[src/rtl/z80_bus_tracer.sv]
// ---------------------------------------------------------------------------
// z80_bus_tracer
//   Passive monitor on the tv80s CPU bus. Each completed bus cycle is decoded
//   into one trace record {type, addr, data, time}. Records are queued in a
//   FIFO and drained over a valid/ready port.
//
//   Record types: 0 opcode fetch, 1 mem read, 2 mem write, 3 io read,
//                 4 io write, 5 interrupt acknowledge (data forced to 00).
//
// Ports
//   clk, reset_n        clock, asynchronous active-low reset
//   clear               synchronous flush of FIFO, timestamp, overflow, drops
//   m1_n .. rfsh_n      CPU bus controls (active low)
//   A, di, dout         address, read data (to CPU), write data (from CPU)
//   trace_*             head record and its valid/ready handshake
//   level               FIFO occupancy (0..DEPTH)
//   overflow            sticky: a record was lost to a full FIFO
//   drop_count          number of lost records, saturating at FF
//
// Optional feature (macro TRACE_FILTER_EN)
//   Adds filt_lo/filt_hi; only records with filt_lo <= addr <= filt_hi are
//   pushed. Filtered records are not counted as drops.
// ---------------------------------------------------------------------------
module z80_bus_tracer #(
   parameter int DEPTH = 16,
   parameter int TS_W  = 16,
   parameter int LVL_W = 5
) (
   input  logic             clk,
   input  logic             reset_n,
   input  logic             clear,
`ifdef TRACE_FILTER_EN
   input  logic [15:0]      filt_lo,
   input  logic [15:0]      filt_hi,
`endif
   input  logic             m1_n,
   input  logic             mreq_n,
   input  logic             iorq_n,
   input  logic             rd_n,
   input  logic             wr_n,
   input  logic             rfsh_n,
   input  logic [15:0]      A,
   input  logic [7:0]       di,
   input  logic [7:0]       dout,
   output logic             trace_valid,
   input  logic             trace_ready,
   output logic [2:0]       trace_type,
   output logic [15:0]      trace_addr,
   output logic [7:0]       trace_data,
   output logic [TS_W-1:0]  trace_time,
   output logic [LVL_W-1:0] level,
   output logic             overflow,
   output logic [7:0]       drop_count
);

   localparam int AW = $clog2(DEPTH);
   localparam int RW = 3 + 16 + 8 + TS_W;

   typedef enum logic {S_IDLE, S_CAPT} state_t;

   state_t          r_state, w_next;
   logic            w_active, w_capture, w_start, w_push;
   logic [2:0]      w_type;
   logic [7:0]      w_data;
   logic            w_pass;

   logic [TS_W-1:0] r_ts;
   logic [2:0]      r_type;
   logic [15:0]     r_addr;
   logic [7:0]      r_data;
   logic [TS_W-1:0] r_time;

   logic [RW-1:0]   r_mem [DEPTH];
   logic [AW:0]     r_wr, r_rd;
   logic            w_full, w_empty, w_pop, w_wr_en, w_drop;
   logic [RW-1:0]   w_head;
   logic            r_ovf;
   logic [7:0]      r_drop;

   // Refresh (mreq with rfsh low) is excluded from the memory term; the m1
   // leg of the IO term catches interrupt acknowledge.
   assign w_active = (!mreq_n && rfsh_n && (!rd_n || !wr_n)) ||
                     (!iorq_n && (!rd_n || !wr_n || !m1_n));

   always_comb begin
      w_type = 3'd3;
      if (!mreq_n) begin
         if (!m1_n)      w_type = 3'd0;
         else if (!wr_n) w_type = 3'd2;
         else            w_type = 3'd1;
      end else if (!m1_n) begin
         w_type = 3'd5;
      end else if (!wr_n) begin
         w_type = 3'd4;
      end
   end

   always_comb begin
      w_data = di;
      if (w_type == 3'd5)                        w_data = 8'h00;
      else if (w_type == 3'd2 || w_type == 3'd4) w_data = dout;
   end

   // ---------------- capture FSM ----------------
   always_ff @(posedge clk or negedge reset_n) begin
      if (!reset_n) r_state <= S_IDLE;
      else          r_state <= w_next;
   end

   always_comb begin
      w_next    = r_state;
      w_capture = 1'b0;
      w_start   = 1'b0;
      w_push    = 1'b0;
      case (r_state)
         S_IDLE: if (w_active) begin
            w_next    = S_CAPT;
            w_capture = 1'b1;
            w_start   = 1'b1;
         end
         S_CAPT: if (w_active) begin
            w_capture = 1'b1;
         end else begin
            w_next = S_IDLE;
            w_push = 1'b1;
         end
         default: w_next = S_IDLE;
      endcase
   end

   // Fields are resampled every active cycle, so the record holds the last
   // active sample; the timestamp is only taken on entry.
   always_ff @(posedge clk or negedge reset_n) begin
      if (!reset_n) begin
         r_type <= '0;
         r_addr <= '0;
         r_data <= '0;
         r_time <= '0;
      end else if (w_capture) begin
         r_type <= w_type;
         r_addr <= A;
         r_data <= w_data;
         if (w_start) r_time <= r_ts;
      end
   end

   always_ff @(posedge clk or negedge reset_n) begin
      if (!reset_n)   r_ts <= '0;
      else if (clear) r_ts <= '0;
      else            r_ts <= r_ts + TS_W'(1);
   end

`ifdef TRACE_FILTER_EN
   assign w_pass = (r_addr >= filt_lo) && (r_addr <= filt_hi);
`else
   assign w_pass = 1'b1;
`endif

   // ---------------- FIFO ----------------
   assign w_empty = (r_wr == r_rd);
   assign w_full  = (r_wr[AW] != r_rd[AW]) && (r_wr[AW-1:0] == r_rd[AW-1:0]);
   assign w_pop   = !w_empty && trace_ready;
   // A pop in the same edge frees the slot, so a full FIFO still accepts.
   assign w_wr_en = w_push && w_pass && (!w_full || w_pop);
   assign w_drop  = w_push && w_pass && w_full && !w_pop;

   always_ff @(posedge clk) begin
      if (w_wr_en && !clear) r_mem[r_wr[AW-1:0]] <= {r_type, r_addr, r_data, r_time};
   end

   always_ff @(posedge clk or negedge reset_n) begin
      if (!reset_n) begin
         r_wr   <= '0;
         r_rd   <= '0;
         r_ovf  <= 1'b0;
         r_drop <= '0;
      end else if (clear) begin
         r_wr   <= '0;
         r_rd   <= '0;
         r_ovf  <= 1'b0;
         r_drop <= '0;
      end else begin
         if (w_wr_en) r_wr <= r_wr + 1'b1;
         if (w_pop)   r_rd <= r_rd + 1'b1;
         if (w_drop) begin
            r_ovf <= 1'b1;
            if (r_drop != 8'hFF) r_drop <= r_drop + 8'd1;
         end
      end
   end

   // Head fields read as zero while empty so outputs are 0 out of reset.
   assign w_head      = w_empty ? '0 : r_mem[r_rd[AW-1:0]];
   assign trace_valid = !w_empty;
   assign trace_type  = w_head[RW-1 -: 3];
   assign trace_addr  = w_head[RW-4 -: 16];
   assign trace_data  = w_head[TS_W+7 -: 8];
   assign trace_time  = w_head[TS_W-1:0];
   assign level       = LVL_W'(r_wr - r_rd);
   assign overflow    = r_ovf;
   assign drop_count  = r_drop;

endmodule

[config.mk]
export PLATFORM = sky130hd
export DESIGN_NAME = z80_bus_tracer
export DESIGN_NICKNAME = d
export VERILOG_FILES = /design/src/rtl/z80_bus_tracer.sv
export SDC_FILE = /design/constraint.sdc
export NUM_CORES = 1
export LEC_CHECK = 0
export BUFFER_PORTS_ARGS = -buffer_cell sky130_fd_sc_hd__buf_2
export CAP_MARGIN = 30
export CORE_UTILIZATION = 30
export CTS_BUF_LIST = sky130_fd_sc_hd__clkbuf_4
export DETAILED_ROUTE_END_ITERATION = 10
export GPL_TIMING_DRIVEN = 0
export MAX_ROUTING_LAYER = met4
export RECOVER_POWER = 25
export SYNTH_ARGS = -nofsm -noshare
export SYNTH_HDL_FRONTEND = slang
export SYNTH_SLANG_ARGS = --single-unit
export TNS_END_PERCENT = 30
[constraint.sdc]
create_clock -name clk -period 6.48 [get_ports clk]
set_clock_uncertainty 0.05 [all_clocks]
set_input_delay 1.296 -clock clk [delete_from_list [all_inputs] [get_ports clk]]
set_output_delay 1.296 -clock clk [all_outputs]
set_load 0.01 [all_outputs]
After elaboration in Yosys (flattened, before gate mapping). Memories as Yosys holds them, arrays and structs flattened. Index checks and enable logic that the tools add are counted.

Memories: 1. Output and inout port bits: 58. Flip-flop bits (word level): 79. Memory bits (writable): 688. Bits of input ports: 42. Word-level logic and storage cells: 76.

Memory list: r_mem (words 16, bits a word 43, read ports 1, clocked after Yosys merged registers in 0, write ports 1, line 73) `logic [RW-1:0] r_mem [DEPTH];`.

Eq/ne operators: 7. Multiplexer cells: 24. Reductions and logical operators: 29. Add/subtract/negate cells: 5.

Operators with widths (count): two-way mux 43 bit (1); two-way mux 8 bit (5); two-way mux 5 bit (4); adder 16 x 1 -> 16 bit, second input constant (1); two-way mux 16 bit (1); two-way mux 3 bit (4); adder 5 x 1 -> 5 bit, second input constant (2); logical AND 1 bit (9); zero test 1 bit (9); adder 8 x 1 -> 8 bit, second input constant (1); two-way mux 1 bit (8); != test 8 bit, second input constant (1); nonzero test 2 bit (4); equality test 3 bit, second input constant (2); equality test 5 bit (1); logical OR 1 bit (5); subtractor 5 bit (1); equality test 4 bit (1); AND reduction 2 bit (2); equality test 3 x 2 -> 1 bit, second input constant (1); two-way mux 2 bit (1); != test 1 bit (1).

Longest topological paths before layout.
Depth after elaboration: 11. Mapped depth: 9. Depth with buffers taken out: 7.

Worst setup path after synthesis. OpenSTA, ideal clock, no wires.

Path kind: register -> output. Start point: register r_rd[1]. End point: output port trace_addr[10]. Arrival: 2384 ps. Slack: 2750 ps. Stages on the path, launching flop included: 10. Cell sequence: dfrtp_1 > buf_2 > buf_1 > inv_1 > ha_1 > and4_1 > nand2_1 > nand2_1 > clkbuf_1 > o22ai_1.

Word-level cells in the longest chain between the ends: 2. Elaborated cells between the ends (all ways): 3. Classes of those cells: 1 x eq/ne; 1 x mux; 1 x memory.

Ends and longest elaborated chain: from (decl) (line 74) `logic [AW:0] r_wr, r_rd;`; from (signal assigned) (line 184) `if (w_pop) r_rd <= r_rd + 1'b1;`; memory (16 x 43 bit) / equality test 5 bit (equally long branches); two-way mux 43 bit * (line 193) `assign w_head = w_empty ? '0 : r_mem[r_rd[AW-1:0]];`; to (decl) (line 48) `output logic [15:0] trace_addr,`.

Every way passes the cells marked *; elsewhere a longest branch is shown, timed or not.

Worst setup path in the final report.
Start point: register r_rd[1]. End point: output port trace_time[1].

Word-level cells in the longest chain between the ends: 2. Elaborated cells between the ends (all ways): 3. Classes of those cells: 1 x eq/ne; 1 x mux; 1 x memory.

Ends and longest elaborated chain: memory (16 x 43 bit) / equality test 5 bit (equally long branches); two-way mux 43 bit * (line 193); to (decl) (line 50) `output logic [TS_W-1:0] trace_time,`.

Marks and branches as above.

==> run summary <==
Buffers inserted during clock tree synthesis total 188. Effective utilization at floorplan: 0.303. The tools report the wire length reported by the detailed router as 73.4 mm. The die is 318 um tall.

For the largest net degree at the start of global routing, the log shows 59. For the worst flop-to-flop path, the logic depth is 7. The run gives 767 as the total clock sinks. STA classifies the critical path startpoint as a register. The detailed router placed 15300 vias in this run. Adding up every negative setup slack in the final design gives 0 ns. The later pin in the worst-skew pair is clocked with a latency of 1.00 ns. Setup repair after global routing left no endpoint under its margin. The total half-perimeter wirelength after legalization and detailed placement came out at 43.1 mm.

The logic depth of the worst path, buffers included was 9; the layout overhead on the synthesized area was 16.6%. The share of the yosys chip area belonging to registers was 0.757. Counting the fill cells in the layout gives 9227. The final cell utilization of the core was 0.354; the relative slew slack was -1.42. The run gives 4 as the maximum level of the CTS H-tree. Hold is met by 0.458 ns. In this run the most critical hold path is launched from A[0]. The total standard cell area after synthesis came out at 0.0299 mm^2. The initialized floorplan defines 115 standard-cell rows. Setup violations remaining at the end of the flow were counted as 0.

On the critical path, the stage with the largest delay is an instance of sky130_fd_sc_hd__clkbuf_1. The total nets after synthesis is 1490, and the number of storage elements in the synthesis netlist is 767. The tool flagged a number of max-cap violations equal to 2. Final-report max-slew violation count: 82. The die is 318 um wide.

The synthesized netlist contains 54 unique library cells. The library cells used most frequently in the layout, excluding fill and tap cells, are sky130_fd_sc_hd__edfxtp_1 (688), sky130_fd_sc_hd__clkbuf_4 (276), sky130_fd_sc_hd__mux4_2 (172), sky130_fd_sc_hd__buf_2 (120), sky130_fd_sc_hd__mux2i_1 (96). TritonCTS built the clock tree.

The tools report the global router's overall resource usage as 0.151. The critical path goes through buf_2 > inv_1 > ha_1 > and4_1 > nand2_1 > nand2_1 > clkbuf_1 > o22ai_1 > buf_2. Power density of the placed cells: 313 mW/mm^2. The clock-pin slew of the registers on the worst-case setup and hold paths works out to 0.07 ns. The routed design could run at a clock period as short as 6.26 ns. The share of synthesized registers carrying an async set or reset was 0.103. In the final routed layout, each cell accounts on average for 23.1 um. sky130_fd_sc_hd__edfxtp_1 takes more of the synthesized area than any other cell. Kind of end point of the critical path: an output pin.

In this design, the largest share of critical-path delay is due to buffers and inverters. Yosys attributes the largest share of cell area to sky130_fd_sc_hd__edfxtp_1 (69%), sky130_fd_sc_hd__mux4_2 (13%), sky130_fd_sc_hd__dfrtp_1 (6.6%). The checks that failed: max-capacitance violations, max-slew violations. The tools report the count of warnings emitted by yosys as 0. Dividing the detail-routed via count by the number of cells gives 4.82. The tools report the final hold violation count as 0. For this design, the CTS-stage hold fixing added 0 buffers. The type of the tightest min-delay check was input port to register. The proportion of netlist area held by the largest area contributor works out to 0.691.

The mean instance size in the synthesized netlist was 20.8 um^2; the depth of the worst hold-timing path was 3. The tools report the arrival time at the worst endpoint as 4.92 ns. After technology mapping, the gate count stands at 1436.

The sum of overflow across all layers after global routing came out at 0. Of all nets on the critical path, the largest fanout is 19. The peak supply drop is 0.126 mV, and the overall die area is 0.101 mm^2.

The maximum clock insertion buffer count was 3; the data required time at the worst endpoint was 5.13 ns. The run finished, with violations left. The run gives 0.0123 uW as the leakage power.

The critical path starts at r_rd[1]. The root buffer cell chosen for the clock tree is sky130_fd_sc_hd__clkbuf_4. Yosys mapped a number of flops with a built-in enable equal to 688. The tools report the number of global-route vias before repair as 16600. The logs give 100 for the I/O pin count and 108 mm for the first-pass GRT wire length. The region available for standard cell placement spans 0.0986 mm^2.

The post-route clock period utilization was 0.966. The critical path class was register to output pin. At the end of the flow, the number of nets in the layout was 1792. The critical path contains buffers and inverters numbering 4 combined. The worst stage delay on the critical path works out to 0.66 ns. The total design power was 10900 uW; the achievable clock frequency was 0.160 GHz. Once detail routing completed, the nets flagged for antenna violations numbered 0. In the synthesized netlist the dominant register cell turns out to be sky130_fd_sc_hd__edfxtp_1.

The share of cells above drive strength 1 came out at 0.349. Leaving out fill and tap cells, the most frequent cell in the layout is sky130_fd_sc_hd__edfxtp_1. The total iterations of the first detailed-routing run is 5, and the initial antenna violation count is 3. In this run, the number of DRC markers left after iteration 0 of detailed routing was 1207. The number of buffers inserted by port buffering was 99. In this run the critical register-to-register path is launched from r_rd[1].

At the pin with the least slew margin, the transition time is 3.63 ns. For this run, design rule violations remaining after detail routing come to 0. Routability-driven placement finished with a final weighted congestion of 0.764.
worst reg2reg max path: stages, from the launching register on:
cell	delay, ns
sky130_fd_sc_hd__dfrtp_1	0.64
sky130_fd_sc_hd__buf_2	0.56
sky130_fd_sc_hd__inv_1	0.11
sky130_fd_sc_hd__ha_1	0.33
sky130_fd_sc_hd__nand4_1	0.25
sky130_fd_sc_hd__o31ai_2	0.15
sky130_fd_sc_hd__nor3_2	0.45
sky130_fd_sc_hd__and3_4	0.92
synthesized netlist by cell type, types with 2 or more instances:
library cell and count:
sky130_fd_sc_hd__edfxtp_1 688, sky130_fd_sc_hd__mux4_2 172, sky130_fd_sc_hd__mux2i_1 96, sky130_fd_sc_hd__dfrtp_1 79, sky130_fd_sc_hd__nand2_1 70, sky130_fd_sc_hd__o22ai_1 43
sky130_fd_sc_hd__clkbuf_1 30, sky130_fd_sc_hd__nor2_1 25, sky130_fd_sc_hd__buf_2 22, sky130_fd_sc_hd__mux2_2 21, sky130_fd_sc_hd__and3_1 15, sky130_fd_sc_hd__nand3_1 14
sky130_fd_sc_hd__buf_1 13, sky130_fd_sc_hd__o21ai_0 13, sky130_fd_sc_hd__inv_1 12, sky130_fd_sc_hd__a21oi_1 11, sky130_fd_sc_hd__ha_1 11, sky130_fd_sc_hd__xnor2_1 11
sky130_fd_sc_hd__nand4_1 9, sky130_fd_sc_hd__nor2b_1 9, sky130_fd_sc_hd__xor2_1 7, sky130_fd_sc_hd__buf_6 5, sky130_fd_sc_hd__o31ai_1 5, sky130_fd_sc_hd__or4_1 5
sky130_fd_sc_hd__nand2b_1 4, sky130_fd_sc_hd__nor3_1 4, sky130_fd_sc_hd__nor4_1 4, sky130_fd_sc_hd__a21o_1 3, sky130_fd_sc_hd__and4_1 3, sky130_fd_sc_hd__a2111oi_0 2
sky130_fd_sc_hd__a31oi_1 2, sky130_fd_sc_hd__and4b_1 2, sky130_fd_sc_hd__and4bb_2 2, sky130_fd_sc_hd__mux2_1 2, sky130_fd_sc_hd__o211ai_1 2, sky130_fd_sc_hd__o21ai_1 2
metal layers:
layer | wire length [um] | vias to the layer above | GRT usage
met5 | 0 | - | -
met4 | 1330 | 0 | 0.0465
met3 | 4380 | 94 | 0.0370
met2 | 36100 | 499 | 0.240
met1 | 31600 | 8078 | 0.191
li1 | - | 6659 | -
sequential cells by signal, summed over array words and instances (netlist names):
signal and cells:
r_rd 5, r_mem 688, overflow 1, r_addr 16
r_state 1, r_type 3, r_wr 5, r_data 8
drop_count 8, r_time 16, r_ts 16
per-stage QoR:
step	std cells	worst slack, ns	area [um^2]
floorplan	1436	2.75	29900
global placement	2822	0.828	32000
detailed placement	2835	0.893	32300
CTS	3175	0.196	34900
global route	3177	0.0260	34900
finish	3179	0.218	34900
power breakdown:
part	total, uW	internal [uW]	switching, uW	leakage, uW
Clock	4170	2270	1900	0.00150
Combinational	1110	490	621	0.00340
Sequential	5620	5500	122	0.00740
layout make-up:
cell class	count	area, um^2	area share
diodes	3	7.51	0.000215
plain buffers	70	333	0.00955
clock buffers	276	2070	0.0594
clock inverters	65	480	0.0138
inverters	14	55.1	0.00158
multi-input cells	584	6950	0.199
flip-flops and latches	767	22600	0.649
well taps	1287	1610	0.0462
repair buffers	113	717	0.0206
path summary, 6_finish.rpt:
kind / end / slack, ns
max in group asynchronous: r_addr[6] / 1.43
worst min register to register: r_time[15] / 0.49
worst max register to register: r_mem[3][27] / 2.58
worst max-delay path: trace_time[1] / 0.22
min in group asynchronous: r_data[7] / 0.72
worst min-delay path: r_addr[0] / 0.46
cell families after synthesis:
| family | count (synthesis) | share of synthesized area |
|---|---|---|
| simple gates | 173 | 0.0294 |
| compound gates | 88 | 0.0185 |
| xor+xnor | 20 | 0.00636 |
| buf+inv | 85 | 0.0131 |
| flops | 767 | 0.757 |
| fa+ha+maj | 12 | 0.00527 |
| mux | 291 | 0.170 |
timing repair:
item                                   4_1_cts  5_1_grt
endpoints found under the hold margin        0        0
buffers inserted                             0        0
setup endpoints to repair                   39        0
resized for setup                            1        0
Note: power is estimated with default switching activity, not from simulation.
